$ cat src/rtl/status_reporter_pkg.sv
// Shared definitions for the status frame reporter: FSM encoding, frame lengths, framing bytes.
// Frame length depends on STATUS_REPORTER_CHECKSUM_EN.
package status_reporter_pkg;

    typedef enum logic [2:0] {
        StIdle,
        StSend,
        StAck,
        StDrain,
        StFinish
    } state_e;

    localparam int unsigned FrameLenPlain = 12;
    localparam int unsigned FrameLenCsum  = 13;

`ifdef STATUS_REPORTER_CHECKSUM_EN
    localparam int unsigned FrameLen = FrameLenCsum;
`else
    localparam int unsigned FrameLen = FrameLenPlain;
`endif

    localparam logic [7:0] DefaultHeader  = 8'h3E;
    localparam logic [7:0] DefaultTrailer = 8'h0A;

    // XOR of the mode byte and all nine intensity bytes.
    function automatic logic [7:0] frame_checksum(input logic [7:0]  mode,
                                                  input logic [71:0] ints);
        logic [7:0] c;
        c = mode;
        for (int i = 0; i < 9; i++) begin
            c = c ^ ints[8*i +: 8];
        end
        return c;
    endfunction

endpackage

$ cat src/rtl/status_byte_mux.sv
// Selects the frame byte for a given byte index from the snapshot.
// Checksum byte only exists when STATUS_REPORTER_CHECKSUM_EN is defined.
module status_byte_mux
    import status_reporter_pkg::*;
#(
    parameter logic [7:0] HEADER  = DefaultHeader,
    parameter logic [7:0] TRAILER = DefaultTrailer
) (
    input  logic [3:0]  idx_i,
    input  logic [7:0]  mode_i,
    input  logic [71:0] intensities_i,
    output logic [7:0]  byte_o
);

`ifdef STATUS_REPORTER_CHECKSUM_EN
    logic [7:0] csum;
    assign csum = frame_checksum(mode_i, intensities_i);
`endif

    always_comb begin
        byte_o = TRAILER;
        case (idx_i)
            4'd0:    byte_o = HEADER;
            4'd1:    byte_o = mode_i;
            4'd2:    byte_o = intensities_i[71:64];
            4'd3:    byte_o = intensities_i[63:56];
            4'd4:    byte_o = intensities_i[55:48];
            4'd5:    byte_o = intensities_i[47:40];
            4'd6:    byte_o = intensities_i[39:32];
            4'd7:    byte_o = intensities_i[31:24];
            4'd8:    byte_o = intensities_i[23:16];
            4'd9:    byte_o = intensities_i[15:8];
            4'd10:   byte_o = intensities_i[7:0];
`ifdef STATUS_REPORTER_CHECKSUM_EN
            4'd11:   byte_o = csum;
`endif
            default: byte_o = TRAILER;
        endcase
    end

endmodule

$ cat src/rtl/status_reporter.sv
// Emits one status frame (header, mode, 9 intensity bytes, trailer) over a UART handshake.
// Define STATUS_REPORTER_CHECKSUM_EN to insert an XOR checksum byte before the trailer.
module status_reporter
    import status_reporter_pkg::*;
#(
    parameter logic [7:0] HEADER  = DefaultHeader,
    parameter logic [7:0] TRAILER = DefaultTrailer
) (
    input  logic        clk,
    input  logic        rst_n,
    input  logic        req,
    input  logic [7:0]  mode,
    input  logic [71:0] intensities,
    output logic [7:0]  tx_data,
    output logic        tx_start,
    input  logic        tx_busy,
    output logic        busy,
    output logic        done
);

    localparam logic [3:0] LastIdx = 4'(FrameLen - 1);

    state_e      state_q;
    logic [3:0]  idx_q;
    logic [7:0]  mode_q;
    logic [71:0] int_q;
    logic [7:0]  tx_data_q;
    logic        tx_start_q;
    logic        busy_q;
    logic        done_q;
    logic [7:0]  frame_byte;

    status_byte_mux #(
        .HEADER  (HEADER),
        .TRAILER (TRAILER)
    ) u_byte_mux (
        .idx_i         (idx_q),
        .mode_i        (mode_q),
        .intensities_i (int_q),
        .byte_o        (frame_byte)
    );

    always_ff @(posedge clk) begin
        if (!rst_n) begin
            state_q    <= StIdle;
            idx_q      <= 4'd0;
            mode_q     <= 8'h00;
            int_q      <= 72'h0;
            tx_data_q  <= 8'h00;
            tx_start_q <= 1'b0;
            busy_q     <= 1'b0;
            done_q     <= 1'b0;
        end else begin
            tx_start_q <= 1'b0;
            done_q     <= 1'b0;
            case (state_q)
                StIdle: begin
                    if (req) begin
                        mode_q  <= mode;
                        int_q   <= intensities;
                        idx_q   <= 4'd0;
                        busy_q  <= 1'b1;
                        state_q <= StSend;
                    end
                end
                StSend: begin
                    if (!tx_busy) begin
                        tx_data_q  <= frame_byte;
                        tx_start_q <= 1'b1;
                        state_q    <= StAck;
                    end
                end
                // Wait for the transmitter to acknowledge the launch before draining.
                StAck: begin
                    if (tx_busy) begin
                        state_q <= StDrain;
                    end
                end
                StDrain: begin
                    if (!tx_busy) begin
                        if (idx_q == LastIdx) begin
                            done_q  <= 1'b1;
                            busy_q  <= 1'b0;
                            state_q <= StFinish;
                        end else begin
                            idx_q   <= idx_q + 4'd1;
                            state_q <= StSend;
                        end
                    end
                end
                StFinish: begin
                    idx_q   <= 4'd0;
                    state_q <= StIdle;
                end
                default: state_q <= StIdle;
            endcase
        end
    end

    assign tx_data  = tx_data_q;
    assign tx_start = tx_start_q;
    assign busy     = busy_q;
    assign done     = done_q;

endmodule
$ cat config.mk
export PLATFORM = sky130hd
export DESIGN_NAME = status_reporter
export DESIGN_NICKNAME = d
export VERILOG_FILES = /design/src/rtl/status_reporter_pkg.sv /design/src/rtl/status_byte_mux.sv /design/src/rtl/status_reporter.sv
export SDC_FILE = /design/constraint.sdc
export NUM_CORES = 1
export LEC_CHECK = 0
export CAP_MARGIN = 20
export CORE_MARGIN = 1.5
export CORE_UTILIZATION = 46
export CTS_CLUSTER_DIAMETER = 200
export DETAILED_ROUTE_END_ITERATION = 10
export PLACE_DENSITY = 0.76
export REMOVE_ABC_BUFFERS = 1
export SLEW_MARGIN = 0
export SYNTH_ARGS = -nofsm -noshare
export SYNTH_HDL_FRONTEND = slang
export SYNTH_SLANG_ARGS = --single-unit
$ cat constraint.sdc
create_clock -name clk -period 2 [get_ports clk]
set_clock_uncertainty 0.15 [all_clocks]
set_input_delay 0.2 -clock clk [delete_from_list [all_inputs] [get_ports clk]]
set_output_delay 0.2 -clock clk [all_outputs]
set_load 0.05 [all_outputs]
==> results.txt, run 1 <==
----------------------------------------------------
[Run status]
  Outcome ... finished, final reports clean

[Critical path]
  Max Fanout on Critical Path ... 2
  Startpoint type of the worst setup path ... flop
  Kind of end point of the critical path ... output pin
  Highest-delay cell along the critical path ... sky130_fd_sc_hd__clkdlybuf4s50_1
  Type of the setup path with the least slack ... reg2out
  Critical path data required time ... 1.65 ns
  Number of cell instances on the worst register-to-register path ... 6
  Gate family responsible for the most delay along the worst path ... buffers and inverters
  Buf+Inv Stages, Crit Path ... 1
  Critical path, cell by cell ... clkdlybuf4s50_1
  Worst EP arrival ... 1.56 ns
  Stages on worst setup path ... 1
  Delay of the slowest critical-path stage ... 0.83 ns

[Yosys]
  List of most frequent post-synthesis cells ... sky130_fd_sc_hd__nand2_1, sky130_fd_sc_hd__dfxtp_1, sky130_fd_sc_hd__a21boi_1
  Fraction of synthesized cell area taken by the top area cell type ... 0.429
  Post-synthesis cell count ... 541
  Synth async-reset ratio ... 0
  Count of flip-flops with a built-in enable after synthesis ... 0
  Combined area of all synthesized cells ... 4570 sq um
  Largest area contributor in the synthesized netlist ... sky130_fd_sc_hd__dfxtp_1
  Most used DFF post-synth ... sky130_fd_sc_hd__dfxtp_1
  Synth cell types ... 55
  Top post-synthesis cells by area ... sky130_fd_sc_hd__dfxtp_1, sky130_fd_sc_hd__nand2_1, sky130_fd_sc_hd__a21boi_1, sky130_fd_sc_hd__buf_6, sky130_fd_sc_hd__a222oi_1
  Register bit total from synthesis ... 98
  Syn Area/Cell ... 8.45 sq um
  Cell with the most instances after synthesis ... sky130_fd_sc_hd__nand2_1
  Count of warnings emitted by yosys ... 0
  Portion of the post-synthesis area used by sequential elements ... 0.429

[STA]
  Number of hold violations in the final report ... 0
  Transition time at the pin with the least slew margin ... 0.509 ns
  Highest attainable clock frequency ... 524 MHz
  Total negative setup slack ... 0 ns
  Final setup violating endpoints ... 0
  Setup slack after layout ... 0.0933 ns
  Min Clock Period, post-route ... 1.91 ns
  Number of pins exceeding their max-slew limit in the final report ... 0
  Unrepaired setup endpoints after global routing ... no
  Relative slew slack ... 0.660
  Final Cycle Share ... 0.953

[Placed design]
  Worst slack after detailed placement ... -0.0395 ns
  Number of port buffers ... 94
  Half-perimeter wire length of the detailed placement result ... 8.03 mm
  Cells after DPL ... 751
  Weighted congestion reported at the end of routability-driven placement ... 0.801

[Drt]
  Number of DRC violations after detailed routing ... 0
  Via-per-instance ratio ... 5.25
  Total number of vias ... 4037
  Routed WL per cell ... 14.2 microns
  Number of detailed-route iterations in the first pass ... 5
  Antenna viol nets, final ... 0
  DRC marker count from the first detailed-route iteration ... 193
  Detailed Route WL ... 10.9 mm

[Flow run]
  Reported max-cap violation count ... 0

[Worst hold path]
  Worst min path class ... in2reg
  Hold Path Stages ... 3

[Cells and area]
  Layout-stage area growth over the synthesis result ... 27.8%
  Final core area utilization ... 0.603
  Layout fillers ... 871
  Fraction of final layout cells with drive strength greater than 1 ... 0.104
  Non-filler instance count after layout ... 769
  Net count of the finished layout ... 719
  Total inserted antenna cells ... 0

[GRT]
  Global-route wire length before repair ... 17.7 mm
  Number of global-route vias before repair ... 3878
  Total gr overflow ... 0
  Maximum number of pins on one net before global-route repair ... 46
  Antenna violations before repair ... 0
  GR Util All Layers ... 0.212

[Floorplan]
  Num ports ... 95
  Full die area ... 10500 sq um
  Floorplan core area ... 9680 sq um
  FP Rows ... 36
  Initial Util ... 0.472
  Die Span X ... 103 microns
  Vertical die dimension ... 103 microns

[Clock tree]
  CTS tree ... done
  Clock root cell ... sky130_fd_sc_hd__clkbuf_8
  Cts bufs inserted ... 9
  Clock slew at the register clock pins of the worst setup and hold paths ... 0.10 ns
  CTS H-tree depth ... 3
  Worst skew pair latency ... 0.36 ns
  Clock Sinks ... 98
  Max Root-Sink Buffers ... 2

[Power and ir drop]
  Overall power ... 0.00404 W
  Power density cells ... 691 nW/um^2
  Reported leakage power ... 2.12 nW
  Peak supply drop ... 0.325 mV

----------------------------------------------------
[registers in the layout, summed over array words and instances, names as in the netlist]
register	count
tx_start	1
state_q	3
mode_q	8
done	1
idx_q	4
int_q	72
tx_data	8
busy	1
[routing by layer]
metal | vias up | share of wire | global-route usage
li1 | 2027 | - | -
met1 | 1908 | 0.46 | 0.274
met2 | 94 | 0.48 | 0.366
met3 | 8 | 0.043 | 0.0380
met4 | 0 | 0.0095 | 0.0580
met5 | - | 0 | 0
[worst register-to-register path: cells and delay by family (launching register included)]
kind                     cells  cell delay [ns]
flip-flops                   1             0.37
AND/OR/NAND/NOR              2             0.29
AO/OA/AOI/OAI                2             0.46
adder cells (fa/ha/maj)      1             0.33
buffers and inverters        1             0.21
[area by class of cell]
cell class                      count  area [sq um]  area share
Clock buffer                       10           138      0.0236
Inverter                            7          26.3     0.00450
Multi-Input combinational cell    390          2270       0.389
Sequential cell                    98          1960       0.336
Clock inverter                      6          42.5     0.00728
Timing Repair Buffer              125          1230       0.211
Tap cell                          133           166      0.0285
[cell families after synthesis]
family	share of synthesized area
AO/OA/AOI/OAI	0.252
adder cells (fa/ha/maj)	0.0109
buffers and inverters	0.0818
XOR/XNOR	0.00192
multiplexers	0.00739
AND/OR/NAND/NOR	0.217
flip-flops	0.429
[where the power goes]
part           total, W  switching (W)  internal, W
registers       0.00217      0.0000847      0.00209
logic          0.000685       0.000326     0.000359
clock network   0.00118       0.000696     0.000486
total           0.00404        0.00111      0.00293
[path summary, 6_finish.rpt]
kind | end | start | slack, ns
worst max-delay path | tx_data[0] | tx_data[0] | 0.09
worst min-delay path | mode_q[2] | mode[2] | 0.23
worst max register to register | idx_q[1] | idx_q[1] | 0.10
worst min register to register | int_q[45] | int_q[45] | 0.31
[timing repair]
| item | in CTS | in global routing |
|---|---|---|
| buffers inserted | 0 | 1 |
| hold buffers | 1 | 0 |
| resized for setup | 2 | 8 |
| setup endpoints to repair | 2 | 8 |
| pin swaps | 0 | 4 |
| endpoints found under the hold margin | 1 | 0 |
[stage by stage]
step / cell area [sq um] / hold slack (ns)
after global placement: 5610 / 0.290
after detailed placement: 5610 / 0.296
after CTS: 5800 / 0.218
after global routing: 5840 / 0.229
after floorplan: 4220 / 0.167
final: 5840 / 0.226
[layout by cell type, fill, tap and decap left out, types with 5 or more instances in the layout]
master / netlist / final
sky130_fd_sc_hd__buf_4: 2 / 25
sky130_fd_sc_hd__a222oi_1: 9 / 9
sky130_fd_sc_hd__nand3_1: 7 / 7
sky130_fd_sc_hd__dfxtp_1: 98 / 96
sky130_fd_sc_hd__nand2_1: 182 / 182
sky130_fd_sc_hd__a221oi_1: 6 / 6
sky130_fd_sc_hd__clkbuf_8: 0 / 10
sky130_fd_sc_hd__inv_1: 7 / 7
sky130_fd_sc_hd__nand3b_1: 7 / 7
sky130_fd_sc_hd__a21boi_1: 80 / 80
sky130_fd_sc_hd__a22oi_1: 9 / 9
sky130_fd_sc_hd__buf_12: 0 / 5
sky130_fd_sc_hd__nor2_1: 8 / 8
sky130_fd_sc_hd__a31oi_1: 6 / 6
sky130_fd_sc_hd__o21ai_0: 13 / 13
sky130_fd_sc_hd__a21oi_1: 7 / 7
sky130_fd_sc_hd__clkdlybuf4s50_1: 0 / 93
(Power assumes the default switching activity.)
==> run 2: changes to the inputs <==
Settings changed: ABC_CLOCK_PERIOD_IN_PS set to 2000.
==> results of run 2 <==
Same layout as run 1: the final DEF is identical, and so are final timing and power.
==> run 3: changes to the inputs <==
Settings changed: CORE_ASPECT_RATIO set to 2, CORE_MARGIN 1.5 to 3, CORE_UTILIZATION 46 to 40, PLACE_DENSITY 0.76 to 0.67.
==> results.txt, run 3 (synthesis gave the netlist of run 1 again) <==
----------------------------------------------------
[Floorplan]
  Die Span X ... 81.6 microns
  Num ports ... 95
  Initial Util ... 0.415
  Vertical die dimension ... 157 microns
  Floorplan core area ... 11000 sq um
  Full die area ... 12800 sq um
  FP Rows ... 54

[Clock tree]
  Cts bufs inserted ... 9
  Worst skew pair latency ... 0.34 ns
  Clock root cell ... sky130_fd_sc_hd__clkbuf_16
  Setup bufs post-CTS ... 0
  Max Root-Sink Buffers ... 2
  CTS tree ... done
  Hold_buf cts ... 0
  Clock Sinks ... 98
  CTS H-tree depth ... 3
  Clock slew at the register clock pins of the worst setup and hold paths ... 0.06 ns

[Drt]
  Total number of vias ... 3969
  Antenna viol nets, final ... 0
  DRC marker count from the first detailed-route iteration ... 216
  Number of DRC violations after detailed routing ... 0
  Number of detailed-route iterations in the first pass ... 4
  Detailed Route WL ... 11.4 mm
  Via-per-instance ratio ... 5.15
  Routed WL per cell ... 14.8 microns

[Cells and area]
  Net count of the finished layout ... 715
  Layout-stage area growth over the synthesis result ... 30.4%
  Final std cell area, no fill ... 5960 sq um
  Layout fillers ... 1050
  Most common cell after layout, fill and taps aside ... sky130_fd_sc_hd__nand2_1
  Largest register FFs ... 72
  Non-filler instance count after layout ... 771
  Most frequent cells in the layout ... sky130_fd_sc_hd__nand2_1, sky130_fd_sc_hd__dfxtp_1, sky130_fd_sc_hd__clkdlybuf4s50_1
  Register with the most flip-flops ... int_q
  Fraction of final layout cells with drive strength greater than 1 ... 0.0983
  Total inserted antenna cells ... 0

[STA]
  Final Cycle Share ... 0.965
  Number of hold violations in the final report ... 0
  Setup slack after layout ... 0.0705 ns
  Final setup violating endpoints ... 0
  Min Clock Period, post-route ... 1.93 ns
  Highest attainable clock frequency ... 518 MHz
  Number of pins exceeding their max-slew limit in the final report ... 0
  Total negative setup slack ... 0 ns
  Minimum hold slack ... 0.135 ns
  Relative slew slack ... 0.654
  Unrepaired setup endpoints after global routing ... yes
  Transition time at the pin with the least slew margin ... 0.517 ns

[GRT]
  Global routing usage on met3 ... 0.0246
  GR Layer Usage met1 ... 0.210
  Most used routing layer in global routing ... met2
  Maximum number of pins on one net before global-route repair ... 81
  GR Util All Layers ... 0.188
  Met2 Track Usage GR ... 0.345
  Total gr overflow ... 0
  Antenna violations before repair ... 0
  Number of global-route vias before repair ... 4053
  Global-route wire length before repair ... 18.8 mm

[Run status]
  Outcome ... finished, final reports clean

[Power and ir drop]
  Power density cells ... 745 nW/um^2
  Peak supply drop ... 0.552 mV
  Reported leakage power ... 2.16 nW

[Placed design]
  Half-perimeter wire length of the detailed placement result ... 8.46 mm
  Worst slack after detailed placement ... 0.0323 ns
  Post-place instance area ... 5640 sq um
  Number of port buffers ... 94
  Cells after DPL ... 756
  Weighted congestion reported at the end of routability-driven placement ... 0.882

[Critical path]
  Startpoint type of the worst setup path ... flop
  Max Fanout on Critical Path ... 14
  Type of the setup path with the least slack ... reg2reg
  Worst EP arrival ... 1.99 ns
  Critical path data required time ... 2.06 ns
  Kind of end point of the critical path ... flop

[Worst hold path]
  Worst min path class ... in2reg

[Flow run]
  Reported max-cap violation count ... 0

----------------------------------------------------
[run 3: cell types whose count changed in the layout (fill, tap and decap cells not counted), sizes merged]
cell | previous run | this run
clkbuf | 10 | 13
clkinvlp | 2 | 1
buf | 31 | 28
dlygate4sd3 | 1 | 0
clkinv | 4 | 1
[run 3: through the flow]
step | power (W) | utilization
after global placement | 0.00289 | 0.512
after CTS | 0.00449 | 0.537
final | 0.00444 | 0.541
after global routing | 0.00465 | 0.541
after floorplan | 0.00254 | -
after detailed placement | 0.00290 | 0.512
[run 3: routing by layer]
| layer | share of wire | routed length, microns | vias to the layer above |
|---|---|---|---|
| met1 | 0.39 | 4390 | 1855 |
| met4 | 0.015 | 174 | 0 |
| met3 | 0.029 | 328 | 12 |
| met5 | 0 | 0 | - |
| met2 | 0.57 | 6490 | 76 |
| li1 | - | - | 2026 |
[run 3: path summary, 6_finish.rpt]
| kind | start | end | slack, ns | cells after the start |
|---|---|---|---|---|
| setup / recovery | idx_q[0] | tx_data[7] | 0.07 | 7 |
| hold / removal | rst_n | int_q[18] | 0.13 | 2 |
| hold reg to reg | int_q[56] | int_q[56] | 0.30 | 2 |
| setup reg to reg | idx_q[0] | tx_data[7] | 0.07 | 7 |
[run 3: timing repair]
item	in CTS	in global routing
pin swaps	0	6
endpoints found under the setup margin	1	6
resized for setup	1	11
[run 3: critical path, stage by stage, from the launching register on]
cell	delay [ns]
sky130_fd_sc_hd__dfxtp_1	0.31
sky130_fd_sc_hd__buf_4	0.14
sky130_fd_sc_hd__ha_1	0.25
sky130_fd_sc_hd__buf_12	0.17
sky130_fd_sc_hd__nor4_2	0.31
sky130_fd_sc_hd__o22ai_1	0.17
sky130_fd_sc_hd__nand2_2	0.17
sky130_fd_sc_hd__o211ai_1	0.13
[run 3: report_power, final]
group | switching, W | total (W) | internal [W]
Combinational | 0.000328 | 0.000676 | 0.000348
Clock | 0.000686 | 0.00159 | 0.000903
Sequential | 0.0000872 | 0.00218 | 0.00209
[run 3: area by class of cell]
cell class / instances / area (sq um) / area share
Multi-Input combinational cell: 390 / 2280 / 0.383
Sequential cell: 98 / 1960 / 0.329
Timing Repair Buffer: 121 / 1240 / 0.208
Clock buffer: 13 / 260 / 0.0436
Tap cell: 140 / 175 / 0.0294
Inverter: 7 / 26.3 / 0.00441
Clock inverter: 2 / 12.5 / 0.00210
==> RTL edit 1 (config.mk and constraints of run 1) <==
Change the package constant `FrameLenPlain` from 12 to 6.
--- a/src/rtl/status_reporter_pkg.sv
+++ b/src/rtl/status_reporter_pkg.sv
@@ -11,5 +11,5 @@
     } state_e;
 
-    localparam int unsigned FrameLenPlain = 12;
+    localparam int unsigned FrameLenPlain = 6;
     localparam int unsigned FrameLenCsum  = 13;
 
Formal check against the unedited RTL: same outputs for any inputs over 10 cycles, from zero or initial values and one cycle with rst_n low; that may be too few to reach the edited logic, so the function may still have changed.
==> RTL edit 1 against run 1 <==
Design area is 0.39% higher; power is 3.7% higher; hold slack got worse by 190 ps; sequential share of layout area down 0.086 points; register-to-register slack got worse by 40 ps; combinational power fell by 3%; synthesized area down 2.5%; cell count down 1.4%; highest routed layer unchanged; critical endpoint is now tx_data[6]; via count is essentially flat; worst setup slack worse by 35 ps; routed wire length grew 1.6%; sequential cell count is the same.
==> RTL edit 1: results (changes against run 1) <==
outcome: "finished, final reports clean"
netlist-cell-type-count: 56  # +1.8%
postPlaceCellArea_mm2: 0.00561  # about the same
synth.yosys.seq_area_share_pct: 44.0  # +1.1 points
ir_worst_vdd_mv: 0.377  # +16%
synth_area_per_cell_um2: 8.36  # -1.1%
vias: 4039  # +0.050%
placed_cells: 742  # -1.2%
numCtsBuffers: 9  # unchanged
track_usage_pct: 22.4  # +1.1 points
crit_fanout: 8  # +6
dr.pass1.iters: 6  # +1
grt_pass1_wl_um: 18300  # +3.2%
fillers: 817  # -6.2%
grt_max_degree: 46  # unchanged
ys_top_cells_by_count: "nand2_1, dfxtp_1, a21boi_0"
nNetsFinal: 712  # -0.97%
dr_wl_met2_um: 5170  # -2.5%
critPathArrivalTime_ps: 2050  # +490 ps
cp_slowest_cell: "dfxtp_2"
leakagePower_nw: 2.16  # +1.9%
slew_headroom_pct: 66.6  # +0.62 points
routedWlPerCell_um: 14.7  # +3.1%
critical_path.top_delay_family: "simple AND/OR/NAND/NOR gates"
grt_pass1_vias: 3922  # +1.1%
h-tree-depth: 3  # unchanged
drt_iter0_drc: 219  # +13%
m1WireLength_um: 5090  # +0.36%
hpwlAfterDp_um: 8110  # +0.95%
cpPeakStageDelay_ps: 390  # -440 ps
gp_congestion: 0.828  # +3.3%
wirelength_um: 11100  # +1.6%
[RTL edit 1: layout make-up]
cell class              count  area share [%]
clock buffers              11            2.58
well taps                 129            2.75
inverters                   3           0.192
clock inverters             5            1.05
flip-flops and latches     98            33.5
multi-input cells         389            39.2
repair buffers            123            20.7
[RTL edit 1: through the flow]
stage               setup WS [ps]  setup TNS [ps]  total power, mW  utilization [%]
floorplan                    -586          -46840             2.53                -
global placement             43.5               0             2.87             60.1
detailed placement          -94.5            -267             2.89             60.1
global route                -5.94           -6.99             4.36             62.9
finish                       58.2               0             4.19             62.9
CTS                          12.5               0             4.21             62.6
[RTL edit 1: what timing repair did]
item                                   4_1_cts  5_1_grt
setup buffers                                0        0
endpoints found under the hold margin        0        0
gates cloned                                 0        0
pin swaps                                    1        5
resized for setup                            5        8
setup endpoints to repair                    6        6
[RTL edit 1: per-layer routing]
layer	vias up	global-route usage (%)
li1	2012	-
met1	1850	29.9
met2	159	37.3
met3	18	2.83
met4	0	7.80
met5	-	0
[RTL edit 1: worst reg2reg max path, cell delays in order (launching register included)]
cell and delay [ps]:
dfxtp_2 390, inv_1 90, ha_2 210, buf_4 180, nor3_4 210, o22ai_1 110, and2_2 260, a32o_1 250
[RTL edit 1: path summary, 6_finish.rpt]
check | cells past startpoint | endpoint | startpoint | slack (ps)
min | 3 | tx_data[3] | rst_n | 40
max reg2reg | 7 | tx_data[6] | idx_q[1] | 60
min reg2reg | 2 | int_q[40] | int_q[40] | 310
max | 7 | tx_data[6] | idx_q[1] | 60
[RTL edit 1: where the power goes]
group	leakage (nW)	total [mW]	internal [mW]	switching [mW]
logic	1.25	0.667	0.344	0.323
clock network	0.110	1.34	0.654	0.690
registers	0.804	2.18	2.09	0.0886
total	2.16	4.19	3.08	1.10
[RTL edit 1: cell families (layout without fill, tap and decap cells)]
kind of cell             Yosys count  count (layout)  share of synthesized area, %
buffers and inverters             46             142                          5.39
AND/OR/NAND/NOR                  222             222                          21.3
AO/OA/AOI/OAI                    152             152                          25.5
multiplexers                      10              10                          2.50
flip-flops                        98              98                          44.0
XOR/XNOR                           1               1                         0.197
adder cells (fa/ha/maj)            4               4                          1.12
==> RTL edit 2 (config.mk and constraints of run 1) <==
Made on the original files. Register the output `tx_data` once more; this adds one clock of latency there. The other outputs are not delayed to match.
--- a/src/rtl/status_reporter.sv
+++ b/src/rtl/status_reporter.sv
@@ -98,5 +98,7 @@
     end
 
-    assign tx_data  = tx_data_q;
+    always_ff @(posedge clk) begin
+        tx_data <= tx_data_q;
+    end
     assign tx_start = tx_start_q;
     assign busy     = busy_q;
Behaviour: not the same (a bounded check fails within 4 cycles, from zero or initial values and one cycle with rst_n low).
==> RTL edit 2 against run 1 <==
Design area decreased by 3.6%; maximum frequency rose by 1.8%; core utilization increased by 0.92 points; cell count decreased by 3.6%; synthesized area is 4.8% lower; highest routed layer unchanged; count of clock-buffer cells in the layout grew 2; worst setup slack better by 33 ps; sequential cell count rose by 8; sequential power is 8% higher; clock power increased by 12%; routed wire length shrank 1.2%; global-route usage is 0.89 points higher; power is 6.6% higher.
==> RTL edit 2: results (changes against run 1) <==
outcome: "finished, final reports clean"
grt_pass1_wl_um: 17900  # +0.98%
grt_max_degree: 81  # +76%
ys_warn_count: 0  # unchanged
drive_gt1_share_pct: 9.21  # -1.2 points
crit_fanout: 5  # +3
cts-resized-gates: 0  # -2
fillers: 837  # -3.9%
netlist-cell-type-count: 46  # -16%
wirelength_um: 10800  # -1.2%
synthTopCellsByArea: "dfxtp_1, nand2_1, a21oi_1"
h-tree-depth: 3  # unchanged
grt_pass1_vias: 3884  # +0.15%
met2_usage_pct: 37.5  # +0.89 points
critPathArrivalTime_ps: 1980  # +420 ps
use_met1_pct: 29.0  # +1.6 points
dr.pass1.iters: 7  # +2
worst_pin_slew_ps: 511  # +2.16 ps
dr_wl_met3_um: 613  # +31%
cpPeakStageDelay_ps: 340  # -490 ps
n_antenna_cell: 0  # unchanged
placed_cells: 725  # -3.5%
numPortBuffers: 94  # unchanged
synth_area_per_cell_um2: 8.11  # -4.1%
netSwitchingFraction_pct: 26.0  # -1.4 points
routedWlPerCell_um: 14.6  # +2.5%
hold_path.class: "flip-flop to flip-flop"
track_usage_pct: 22.1  # +0.89 points
m1WireLength_um: 4820  # -4.9%
critical_path.top_delay_family: "simple AND/OR/NAND/NOR gates"
vias: 4024  # -0.32%
top_register: "int_q"
nNetsFinal: 713  # -0.83%
drt_iter0_drc: 249  # +29%
cts_root_buffer: "clkbuf_8"
dr_wl_met2_um: 5210  # -1.9%
leakagePower_nw: 2.00  # -5.6%
ys_top_cells_by_count: "nand2_1, dfxtp_1, a21oi_1"
hpwlAfterDp_um: 7530  # -6.2%
ir_worst_vdd_mv: 0.461  # +42%
async_reset_ff_share_pct: 0  # unchanged
clock_latency_ps: 370
cp_slowest_cell: "dfxtp_2"
gp_congestion: 0.826  # +3.1%
synth.yosys.seq_area_share_pct: 48.7  # +5.8 points
grt_util_met3_pct: 2.79  # -1.0 points
routed.top_layer: "met4"
largest_reg_flops: 72  # unchanged
RTL edit 2: final cells by class:
class	count	area [um2]	area share (%)
Clock inverter	4	51.3	0.911
Multi-Input combinational cell	382	1990	35.3
Tap cell	111	139	2.47
Inverter	5	18.8	0.333
Timing Repair Buffer	121	1170	20.7
Sequential cell	106	2120	37.7
Clock buffer	12	145	2.58
RTL edit 2: power groups by stage:
stage	registers, mW	logic (mW)	clock network (mW)
6_report	2.34	0.647	1.32
2_1_floorplan	2.40	0.304	0
3_5_place_dp	2.39	0.647	0
4_1_cts	2.34	0.652	1.33
5_1_grt	2.36	0.711	1.44
3_3_place_gp	2.38	0.629	0
RTL edit 2: stage by stage:
| step | setup slack (ps) | cell area (um2) | setup TNS, ps | power, mW |
|---|---|---|---|---|
| floorplan | -522 | 4100 | -43920 | 2.71 |
| global placement | 69.1 | 5410 | 0 | 3.01 |
| detailed placement | 45.2 | 5410 | 0 | 3.04 |
| CTS | 27.7 | 5610 | 0 | 4.32 |
| global route | 3.34 | 5630 | 0 | 4.51 |
| finish | 126 | 5630 | 0 | 4.31 |
RTL edit 2: worst paths after layout:
path	slack (ps)	cells past startpoint	start	endpoint
max	130	6	idx_q[0]	tx_data_q[7]
min	210	0	tx_data_q[4]	tx_data[4]
max reg2reg	130	6	idx_q[0]	tx_data_q[7]
min reg2reg	210	0	tx_data_q[4]	tx_data[4]
RTL edit 2: cell families (layout without fill, tap and decap cells):
kind of cell    Yosys count  after routing  share of synthesized area [%]
flops                   106            106                           48.7
xor+xnor                  1              1                          0.201
simple gates            222            222                           22.0
fa+ha+maj                 4              4                           1.15
buf+inv                  49            142                           6.18
compound gates          153            153                           21.3
mux                       2              2                          0.517
